--- config.mk ---
export PLATFORM = sky130hd
export DESIGN_NAME = led_circ_sequencer
export DESIGN_NICKNAME = d
export VERILOG_FILES = /design/src/rtl/led_circ_sequencer.sv
export SDC_FILE = /design/constraint.sdc
export NUM_CORES = 1
export LEC_CHECK = 0
export BUFFER_PORTS_ARGS = -buffer_cell sky130_fd_sc_hd__clkbuf_2
export CAP_MARGIN = 15
export CORE_MARGIN = 2
export CORE_UTILIZATION = 25
export CTS_CLUSTER_DIAMETER = 40
export CTS_CLUSTER_SIZE = 14
export DETAILED_ROUTE_END_ITERATION = 10
export SLEW_MARGIN = 20
export SYNTH_ARGS = -nofsm -noshare
export SYNTH_HDL_FRONTEND = slang
export SYNTH_SLANG_ARGS = --single-unit
--- constraint.sdc ---
create_clock -name clk -period 3.6 [get_ports clk]
set_clock_uncertainty 0.1 [all_clocks]
set_input_delay 0.36 -clock clk [delete_from_list [all_inputs] [get_ports clk]]
set_output_delay 0.36 -clock clk [all_outputs]
set_load 0.005 [all_outputs]
--- src/rtl/led_circ_sequencer.sv ---
// Mode sequencer for the LED circulate datapath: steps IDLE -> four circulate
// modes on key presses or auto-advance, and emits a one-cycle step strobe.
module led_circ_sequencer #(
  parameter int TICK_DIV    = 50_000_000,
  parameter int AUTO_CYCLES = 8
) (
  input  logic       clk,
  input  logic       reset,
  input  logic       key_pulse,
  input  logic       stop,
  input  logic       pause,
  input  logic       auto_en,
  output logic       step,
  output logic       rotate,
  output logic       up,
  output logic [3:0] mode_code,
  output logic [3:0] step_cnt
);

  localparam int              PW        = $clog2(TICK_DIV);
  localparam logic [PW-1:0]   PRESC_TC  = PW'(TICK_DIV - 1);
  localparam logic [3:0]      AUTO_LAST = 4'(AUTO_CYCLES - 1);

  // Encoding matches the display digit so mode_code is a direct copy.
  typedef enum logic [2:0] {
    IDLE   = 3'd0,
    ROT_UP = 3'd1,
    ROT_DN = 3'd2,
    SHF_UP = 3'd3,
    SHF_DN = 3'd4
  } state_t;

  state_t        state_q, state_d;
  logic [PW-1:0] presc_q;
  logic          run, tc, auto_adv, clear;

  function automatic state_t advance(input state_t s);
    case (s)
      ROT_UP:  advance = ROT_DN;
      ROT_DN:  advance = SHF_UP;
      SHF_UP:  advance = SHF_DN;
      default: advance = ROT_UP;   // IDLE and SHF_DN both enter ROT_UP
    endcase
  endfunction

  assign run      = (state_q != IDLE) && !pause;
  assign tc       = run && (presc_q == PRESC_TC);
  // The visible strobe is the trigger; step_cnt has not yet counted it.
  assign auto_adv = auto_en && step && (step_cnt == AUTO_LAST);

  // NOTE: every output of a combinational block gets a default first, so no
  // path leaves it unassigned and no latch is inferred.
  always_comb begin
    state_d = state_q;
    clear   = 1'b0;
    if (stop) begin
      state_d = IDLE;
      clear   = 1'b1;
    end else if (key_pulse || auto_adv) begin
      state_d = advance(state_q);
      clear   = 1'b1;
    end
  end

  // NOTE: sequential state uses non-blocking assignments only, so every
  // register samples the pre-edge values regardless of statement order.
  always_ff @(posedge clk) begin
    if (reset) begin
      state_q   <= IDLE;
      rotate    <= 1'b0;
      up        <= 1'b0;
      mode_code <= 4'd0;
    end else begin
      state_q   <= state_d;
      rotate    <= (state_d == ROT_UP) || (state_d == ROT_DN);
      up        <= (state_d == ROT_UP) || (state_d == SHF_UP);
      mode_code <= 4'(state_d);
    end
  end

  // A mode change (or stop) wins over a coincident terminal count: the
  // strobe is dropped and both counters restart from zero.
  always_ff @(posedge clk) begin
    if (reset) begin
      presc_q  <= '0;
      step     <= 1'b0;
      step_cnt <= 4'd0;
    end else if (clear) begin
      presc_q  <= '0;
      step     <= 1'b0;
      step_cnt <= 4'd0;
    end else begin
      step <= tc;
      if (tc)
        presc_q <= '0;
      else if (run)
        presc_q <= presc_q + PW'(1);
      if (step)
        step_cnt <= step_cnt + 4'd1;
    end
  end

endmodule

==> impl_metrics.py, run 1 <==
metrics = {
    "global_routing": {
        "grt_max_degree": 17,
        "grt_overflow": 0,
        "grt_pass1_vias": 1350,
        "grt_pass1_wl_microns": 6350,
        "grt_use_total_pct": 10.7,
        "antenna_found_initial": 0,
    },
    "sta": {
        "tns_ns": 0,
        "relSlewSlack_pct": 59.1,
        "hold_viol_final": 0,
        "setup_viol": 0,
        "tightest_slew_ns": 0.612,
        "worst_slack_ns": 1.23,
        "finalMaxSlewViolations": 0,
        "max_freq_mhz": 421,
        "final.period_utilization_pct": 66.0,
        "rsz0062_at_grt": "no",
        "period_minus_slack_ns": 2.37,
    },
    "clock_network": {
        "clk_path_buf_depth": 2,
        "ctsResizeCount": 0,
        "ctsHoldBuffers": 0,
        "post_cts_buffers": 0,
        "cts_buffers": 5,
        "cts_tree": "yes",
        "clkTransAtPathRegs_ns": 0.07,
        "clock-root-buffer": "clkbuf_8",
        "cts.sinks": 36,
        "cts.htree.levels": 2,
        "clock_latency_ns": 0.29,
    },
    "power": {
        "p_seq_share_pct": 54.8,
        "p_sw_share_pct": 21.1,
        "ir_drop_mv": 0.101,
        "p_comb_share_pct": 3.0,
        "p_sw_mw": 0.154,
        "p_int_mw": 0.578,
        "p_clk_share_pct": 42.2,
        "cellLeakagePower_nw": 0.624,
        "power_per_cell_area_nw_per_um2": 371,
    },
    "job": {
        "maxCapViolations": 0,
    },
    "synth": {
        "synth_largest_area_cell": "dfxtp_1",
        "synth.area.top_cells": "dfxtp_1, nor2_1, xor2_1",
        "syn_avg_cell_area_sq_um": 8.44,
        "syn_nets": 214,
        "synth_xor_area_share_pct": 9.06,
        "synth_cells": 206,
        "synthSimpleGateAreaFrac_pct": 33.6,
        "synth-edff-count": 0,
        "synth_common_cells": "dfxtp_1, nor2_1, nand2_1, xor2_1",
        "synthFlopType": "dfxtp_1",
        "synth_mux_area_share_pct": 0.576,
        "synth-seq-cells": 36,
        "yosysMostFrequentCell": "dfxtp_1",
        "synthAdderAreaFrac_pct": 1.44,
        "synth_cell_types": 46,
        "yosys_warnings": 0,
        "synth_compound_area_share_pct": 10.6,
        "synthArstFlopShare_pct": 0,
        "synthDominantCellAreaShare_pct": 41.4,
        "syn_area_sq_um": 1740,
        "synth_top_family_by_area": "simple AND/OR/NAND/NOR gates",
        "yosysSeqAreaShare_pct": 41.4,
    },
    "floorplan": {
        "start_util_pct": 25.7,
        "fp.dieW_microns": 87.4,
        "io_pins": 17,
        "die_area_sq_um": 7640,
        "core_sq_um": 6760,
        "die_y_microns": 87.4,
        "fp-row-count": 30,
    },
    "final_layout": {
        "multiInputGateArea_sq_um": 965,
        "nets": 229,
        "antennaDiodeCount": 0,
        "regArea_sq_um": 721,
        "drive_above_1_share_pct": 15.4,
        "syn_to_final_growth_pct": 13.4,
        "fill_cells": 742,
    },
    "setup_path": {
        "cp_data_arrival_time_ns": 2.43,
        "worstSetupStartpointType": "flip-flop",
        "cp.required_ns": 3.66,
        "crit_type": "flip-flop to flip-flop",
        "endpoint_kind": "flip-flop",
        "crit_fanout": 14,
    },
    "route": {
        "drt_iter0_drc": 110,
        "first_pass_iters": 4,
        "antenna_left": 0,
        "post_drt_via_cell_ratio": 5.03,
        "post-route-drc-count": 0,
        "routedWlPerCell_microns": 12.4,
        "wirelength_microns": 3740,
        "via_count": 1515,
    },
    "placed_design": {
        "dp_hpwl_microns": 2660,
        "dp_slack_ns": 1.21,
        "gp_congestion": 0.856,
        "io_buffers": 15,
    },
    "run_status": {
        "status": "finished clean",
    },
    "hold_path": {
        "hp-class": "input port to flip-flop",
    },
}
-- flip-flops by register name, indices dropped and copies added (netlist names) --
register  count
step_cnt      4
step          1
presc_q      26
rotate        1
state_q       3
up            1
-- critical path: stages (launching register included) --
cell	delay, ns
dfxtp_1	0.34
or4b_1	0.55
nor4_2	0.34
nand3_2	0.24
o21ai_2	0.55
nor2_1	0.12
-- logic make-up (layout without fill, tap and decap cells) --
logic type	count (synthesis)	count (layout)
other cells	1	1
xor+xnor	18	18
buf+inv	10	25
compound gates	28	28
mux	1	1
simple gates	110	110
fa+ha+maj	2	2
flops	36	36
-- metal layers --
metal  up-vias  part of all wire [%]  global-route usage, %
met5         -                     0                      0
met2        26                    45                   15.6
met1       710                    48                   14.0
li1        775                     -                      -
met4         0                   1.5                   6.29
met3         4                   4.8                   3.13
-- per-stage QoR --
step	area (sq um)	hold WS, ns	utilization, %	instances	power, mW
finish	1970	0.300	29.2	301	0.732
global route	1970	0.328	29.2	301	0.760
CTS	1970	0.304	29.2	301	0.741
detailed placement	1880	0.390	27.8	294	0.433
global placement	1880	0.376	27.8	294	0.433
floorplan	1740	0.346	-	206	0.426
-- cell type report --
| cell class | instances | share of cell area (%) |
|---|---|---|
| multi-input cells | 160 | 48.9 |
| flip-flops and latches | 36 | 36.5 |
| well taps | 80 | 5.08 |
| clock buffers | 7 | 4.89 |
| repair buffers | 16 | 4.19 |
| inverters | 2 | 0.381 |
-- power by group through the flow --
stage | logic (mW) | clock network (mW) | registers, mW
after floorplan | 0.0149 | 0 | 0.411
after global placement | 0.0219 | 0 | 0.411
after detailed placement | 0.0220 | 0 | 0.411
after CTS | 0.0221 | 0.317 | 0.401
after global routing | 0.0245 | 0.334 | 0.401
final | 0.0217 | 0.309 | 0.402
-- final timing paths --
kind / end / startpoint / cells past startpoint / slack [ns]
worst max-delay path: presc_q[11]$_SDFFE_PP0P_ / presc_q[11]$_SDFFE_PP0P_ / 5 / 1.23
worst min-delay path: rotate$_SDFF_PP0_ / reset / 3 / 0.30
worst max register to register: presc_q[11]$_SDFFE_PP0P_ / presc_q[11]$_SDFFE_PP0P_ / 5 / 1.23
worst min register to register: presc_q[1]$_SDFFE_PP0P_ / presc_q[1]$_SDFFE_PP0P_ / 2 / 0.40
-- layout by cell type, fill, tap and decap left out, types with 3 or more instances in the layout --
| cell | Yosys | final |
|---|---|---|
| a21oi_1 | 10 | 10 |
| dfxtp_1 | 36 | 36 |
| nor4_1 | 4 | 4 |
| nor3_1 | 9 | 9 |
| nand3_1 | 9 | 9 |
| o21ai_0 | 3 | 3 |
| xor2_1 | 14 | 14 |
| nand4_1 | 10 | 10 |
| and3_1 | 4 | 4 |
| nand2_1 | 17 | 17 |
| clkbuf_8 | 0 | 7 |
| clkbuf_2 | 0 | 15 |
| or4_1 | 3 | 3 |
| nor2_1 | 35 | 35 |
| xnor2_1 | 4 | 4 |
Power figures use the tool's default switching activity.
==> run 2, diff against run 1 <==
- clock period: 3.6 -> 2 ns (I/O delays scaled with it)
==> run 2 against run 1 <==
Compared with the run above: critical path depth is 1 lower; utilization is 4.1 points higher; sequential share of layout area is 4.5 points lower; maximum frequency is 23% higher; flip-flop and latch count stayed put; register-to-register slack worse by 1.2 ns; global-route usage is 0.75 points higher; worst setup slack worse by 1.2 ns; combinational power grew to 2.5 times the previous value; via count is 5.1% higher; hold slack worse by 0.12 ns; critical endpoint is now presc_q[14]$_SDFFE_PP0P_.
==> impl_metrics.py, run 2 (synthesized netlist as in run 1, its figures left out) <==
metrics = {
    "route": {
        "first_pass_iters": 4,
        "drt_iter0_drc": 105,
        "post-route-drc-count": 0,
        "post_drt_via_cell_ratio": 4.80,
        "via_count": 1593,
        "wirelength_microns": 4080,
        "routedWlPerCell_microns": 12.3,
        "antenna_left": 0,
    },
    "clock_network": {
        "clkTransAtPathRegs_ns": 0.07,
        "cts_buffers": 5,
        "clk_path_buf_depth": 2,
        "cts_tree": "yes",
        "cts.sinks": 36,
        "clock_latency_ns": 0.29,
        "clock-root-buffer": "clkbuf_8",
        "cts.htree.levels": 2,
    },
    "hold_path": {
        "hp-class": "input port to flip-flop",
    },
    "setup_path": {
        "crit_slowest_cell": "or4b_4",
        "crit_fanout": 10,
        "cp.required_ns": 2.12,
        "cp_data_arrival_time_ns": 2.05,
        "endpoint_kind": "flip-flop",
        "slowest_delay_ns": 0.55,
        "path_cells": "ha_1, or4b_4, or4_1, a21oi_1",
        "worstSetupStartpointType": "flip-flop",
        "crit_type": "flip-flop to flip-flop",
    },
    "power": {
        "p_seq_share_pct": 51.4,
        "cellLeakagePower_nw": 0.787,
        "p_sw_mw": 0.288,
        "p_int_mw": 1.12,
        "ir_drop_mv": 0.248,
        "p_comb_share_pct": 3.9,
        "p_clk_share_pct": 44.7,
        "power.total_mw": 1.40,
        "power_per_cell_area_nw_per_um2": 623,
        "p_sw_share_pct": 20.5,
    },
    "floorplan": {
        "io_pins": 17,
        "core_sq_um": 6760,
        "fp.dieW_microns": 87.4,
        "die_area_sq_um": 7640,
        "fp-row-count": 30,
        "start_util_pct": 25.7,
        "die_y_microns": 87.4,
    },
    "sta": {
        "hold_viol_final": 0,
        "tns_ns": 0,
        "rsz0062_at_grt": "no",
        "period_minus_slack_ns": 1.93,
        "worst_slack_ns": 0.0657,
        "finalMaxSlewViolations": 0,
        "max_freq_mhz": 517,
        "setup_viol": 0,
        "final.period_utilization_pct": 96.7,
    },
    "global_routing": {
        "grt_overflow": 0,
        "grt_max_degree": 15,
        "antenna_found_initial": 0,
        "grt_use_total_pct": 11.5,
        "grt_pass1_wl_microns": 6990,
        "grt_pass1_vias": 1503,
    },
    "run_status": {
        "status": "finished clean",
    },
    "final_layout": {
        "nets": 259,
        "mostFrequentLayoutCells": "nor2_1, dfxtp_1, buf_4",
        "fin_util_pct": 33.3,
        "fill_cells": 715,
        "largest_reg_flops": 26,
        "antennaDiodeCount": 0,
        "top_regs": "presc_q: 26 flops, step_cnt: 4 flops, state_q: 3 flops",
        "top_register": "presc_q",
        "drive_above_1_share_pct": 27.8,
        "syn_to_final_growth_pct": 29.5,
    },
    "placed_design": {
        "io_buffers": 15,
        "dp_slack_ns": -0.0275,
        "dp_hpwl_microns": 2940,
        "gp_congestion": 0.863,
    },
    "job": {
        "maxCapViolations": 0,
    },
}
-- run 2: cell types whose count changed in the layout (fill, tap and decap cells not counted), sizes merged --
cell	previous run	this run
clkbuf	22	21
buf	1	31
clkinv	0	1
bufinv	0	1
-- run 2: path summary, 6_finish.rpt --
check	startpoint	to	slack, ns	cells past startpoint
worst max register to register	presc_q[0]$_SDFFE_PP0P_	presc_q[14]$_SDFFE_PP0P_	0.07	4
worst max-delay path	presc_q[0]$_SDFFE_PP0P_	presc_q[14]$_SDFFE_PP0P_	0.07	4
worst min-delay path	pause	presc_q[1]$_SDFFE_PP0P_	0.18	4
worst min register to register	presc_q[22]$_SDFFE_PP0P_	presc_q[22]$_SDFFE_PP0P_	0.40	2
-- run 2: what timing repair did --
action | in CTS | in global routing
resized for setup | 1 | 4
buffers inserted | 0 | 2
hold buffers | 0 | 0
setup endpoints to repair | 1 | 16
pin swaps | 0 | 3
-- run 2: stage by stage --
| step | hold WS, ns | area, sq um | instances |
|---|---|---|---|
| after floorplan | 0.296 | 1760 | 206 |
| after global placement | 0.383 | 2110 | 322 |
| after detailed placement | 0.395 | 2110 | 322 |
| after CTS | 0.179 | 2220 | 330 |
| after global routing | 0.221 | 2250 | 332 |
| final | 0.182 | 2250 | 332 |
-- run 2: critical path, delay by kind of cell, from the launching register on --
| kind | cells | cell delay [ns] |
|---|---|---|
| AND/OR/NAND/NOR | 2 | 1.08 |
| AO/OA/AOI/OAI | 1 | 0.17 |
| adder cells (fa/ha/maj) | 1 | 0.18 |
| flip-flops | 1 | 0.34 |
-- run 2: final cells by class --
class                      instances  area [sq um]  share of cell area [%]
inverter                           2          7.51                   0.333
tap                               80           100                    4.44
sequential                        36           722                    32.1
clock inverter                     2          35.0                    1.56
clock buffer                       6          72.6                    3.22
timing repair buffer              46           320                    14.2
multi-input combinational        160           995                    44.2
-- run 2: metal layers --
| metal | vias to the layer above | global-route usage, % | part of all wire (%) |
|---|---|---|---|
| met5 | - | 0 | 0 |
| met2 | 23 | 17.4 | 45 |
| met4 | 0 | 3.64 | 1.3 |
| met1 | 737 | 15.9 | 50 |
| met3 | 7 | 3.03 | 2.8 |
| li1 | 826 | - | - |
-- run 2: power by group through the flow --
| stage | sequential (mW) | clock (mW) | combinational (mW) |
|---|---|---|---|
| finish | 0.721 | 0.627 | 0.0545 |
| detailed placement | 0.738 | 0 | 0.0548 |
| CTS | 0.721 | 0.646 | 0.0550 |
| floorplan | 0.739 | 0 | 0.0288 |
| global route | 0.721 | 0.684 | 0.0606 |
| global placement | 0.738 | 0 | 0.0543 |
==> run 3, diff against run 2 <==
- PLACE_DENSITY: unset -> 0.41
==> run 3 against run 2 <==
Compared with the run above: maximum frequency is 0.21% lower; clock power is 13% lower; register-to-register slack hardly changed; power is 5.8% lower; die area stayed put; global-route usage is 1.4 points higher; hold slack worse by 0.027 ns; critical path depth is 1 higher; first-iteration DRC count is 27% higher; sequential share of layout area is 1.4 points lower; design area is 4.8% higher.
==> impl_metrics.py, run 3 (synthesized netlist as in run 1, its figures left out) <==
metrics = {
    "clock_network": {
        "cts.htree.levels": 2,
        "clk_path_buf_depth": 2,
        "ctsHoldBuffers": 0,
        "cts.sinks": 36,
        "clkTransAtPathRegs_ns": 0.08,
        "cts_tree": "yes",
        "cts_buffers": 5,
        "clock_latency_ns": 0.29,
        "clock-root-buffer": "clkbuf_8",
    },
    "power": {
        "p_sw_share_pct": 22.6,
        "p_sw_mw": 0.299,
        "ir_drop_mv": 0.344,
        "p_int_mw": 1.02,
        "power_per_cell_area_nw_per_um2": 560,
        "cellLeakagePower_nw": 0.833,
        "p_clk_share_pct": 41.5,
        "p_seq_share_pct": 54.6,
        "p_comb_share_pct": 3.9,
    },
    "setup_path": {
        "cp_num_buf_inv": 0,
        "path_delay_family": "simple AND/OR/NAND/NOR gates",
        "rrSetupSlack_ns": 0.06,
        "crit_slowest_cell": "or4b_4",
        "crit_type": "flip-flop to flip-flop",
        "cp_data_arrival_time_ns": 2.01,
        "cp.required_ns": 2.07,
        "path_cells": "or4b_4, nor4_4, and3_2, a21oi_1, a31o_2",
        "endpoint_kind": "flip-flop",
        "worstSetupStartpointType": "flip-flop",
        "slowest_delay_ns": 0.55,
        "crit_fanout": 5,
    },
    "final_layout": {
        "syn_to_final_growth_pct": 35.7,
        "top_register": "presc_q",
        "final_common_cell": "buf_4",
        "largest_reg_flops": 26,
        "mostFrequentLayoutCells": "buf_4, nor2_1, dfxtp_1",
        "nets": 270,
        "top_regs": "presc_q: 26 flops, step_cnt: 4 flops, state_q: 3 flops",
        "stdcell_area_sq_um": 2360,
        "drive_above_1_share_pct": 34.2,
        "antennaDiodeCount": 0,
        "fin_util_pct": 34.9,
    },
    "global_routing": {
        "grt_busiest_layer": "met2",
        "grtUsageMet3_pct": 2.84,
        "grt_max_degree": 15,
        "antenna_found_initial": 0,
        "grt_pass1_vias": 1510,
        "met2_usage_pct": 20.2,
        "grt_overflow": 0,
        "grt_use_total_pct": 12.9,
        "grt_pass1_wl_microns": 7640,
        "grt_util_met1_pct": 18.0,
    },
    "floorplan": {
        "fp-row-count": 30,
        "core_sq_um": 6760,
        "fp.dieW_microns": 87.4,
        "die_y_microns": 87.4,
        "io_pins": 17,
        "die_area_sq_um": 7640,
        "start_util_pct": 25.7,
    },
    "sta": {
        "final.period_utilization_pct": 96.9,
        "finalMaxSlewViolations": 0,
        "whs_ns": 0.155,
        "max_freq_mhz": 516,
        "period_minus_slack_ns": 1.94,
        "tns_ns": 0,
        "hold_viol_final": 0,
        "setup_viol": 0,
    },
    "route": {
        "post-route-drc-count": 0,
        "drt_iter0_drc": 133,
        "post_drt_via_cell_ratio": 4.88,
        "antenna_left": 0,
        "via_count": 1675,
        "routedWlPerCell_microns": 14.2,
        "first_pass_iters": 4,
        "wirelength_microns": 4890,
    },
    "placed_design": {
        "gp_congestion": 0.813,
        "io_buffers": 15,
        "dp_hpwl_microns": 3480,
        "postPlaceCellArea_sq_um": 2190,
    },
    "run_status": {
        "status": "finished clean",
    },
    "hold_path": {
        "hp-class": "input port to flip-flop",
    },
    "job": {
        "maxCapViolations": 0,
    },
}
## run 3: per-stage QoR
| stage | power [mW] | cells | worst slack, ns |
|---|---|---|---|
| 2_1_floorplan | 0.768 | 206 | -0.00131 |
| 3_3_place_gp | 0.789 | 334 | 0.0415 |
| 3_5_place_dp | 0.789 | 334 | 0.0223 |
| 4_1_cts | 1.34 | 342 | 0.0141 |
| 5_1_grt | 1.38 | 343 | -0.0417 |
| 6_report | 1.32 | 343 | 0.0616 |
## run 3: worst register-to-register path, stage by stage, from the launching register on
cell	delay, ns
dfxtp_1	0.32
or4b_4	0.55
nor4_4	0.21
and3_2	0.31
a21oi_1	0.09
a31o_2	0.25
## run 3: per-layer routing
metal  vias up  share of wire, %
li1        857                 -
met1       782                50
met2        32                46
met3         4               2.8
met4         0               1.1
met5         -                 0
## run 3: worst paths after layout
check	start	depth (start not counted)	to
setup / recovery	presc_q[11]$_SDFFE_PP0P_	5	presc_q[5]$_SDFFE_PP0P_
hold / removal	reset	3	state_q[2]$_SDFF_PP0_
setup reg to reg	presc_q[11]$_SDFFE_PP0P_	5	presc_q[5]$_SDFFE_PP0P_
hold reg to reg	presc_q[23]$_SDFFE_PP0P_	2	presc_q[23]$_SDFFE_PP0P_
## run 3: power by group through the flow
stage,combinational (mW),sequential [mW],clock (mW)
6_report,0.0520,0.721,0.548
5_1_grt,0.0583,0.721,0.600
4_1_cts,0.0516,0.721,0.568
3_5_place_dp,0.0514,0.738,0
3_3_place_gp,0.0514,0.738,0
2_1_floorplan,0.0288,0.739,0
## run 3: final cells by class
type                            instances  area, sq um
Clock inverter                          1         7.51
Timing Repair Buffer                   56          387
Sequential cell                        36          724
Tap cell                               80          100
Inverter                                2         7.51
Multi-Input combinational cell        161         1050
Clock buffer                            7         86.3
Fill cell                             710         4400
## run 3: timing repair
action	in CTS	in global routing
resized for setup	0	15
setup endpoints to repair	0	21
setup buffers	0	0
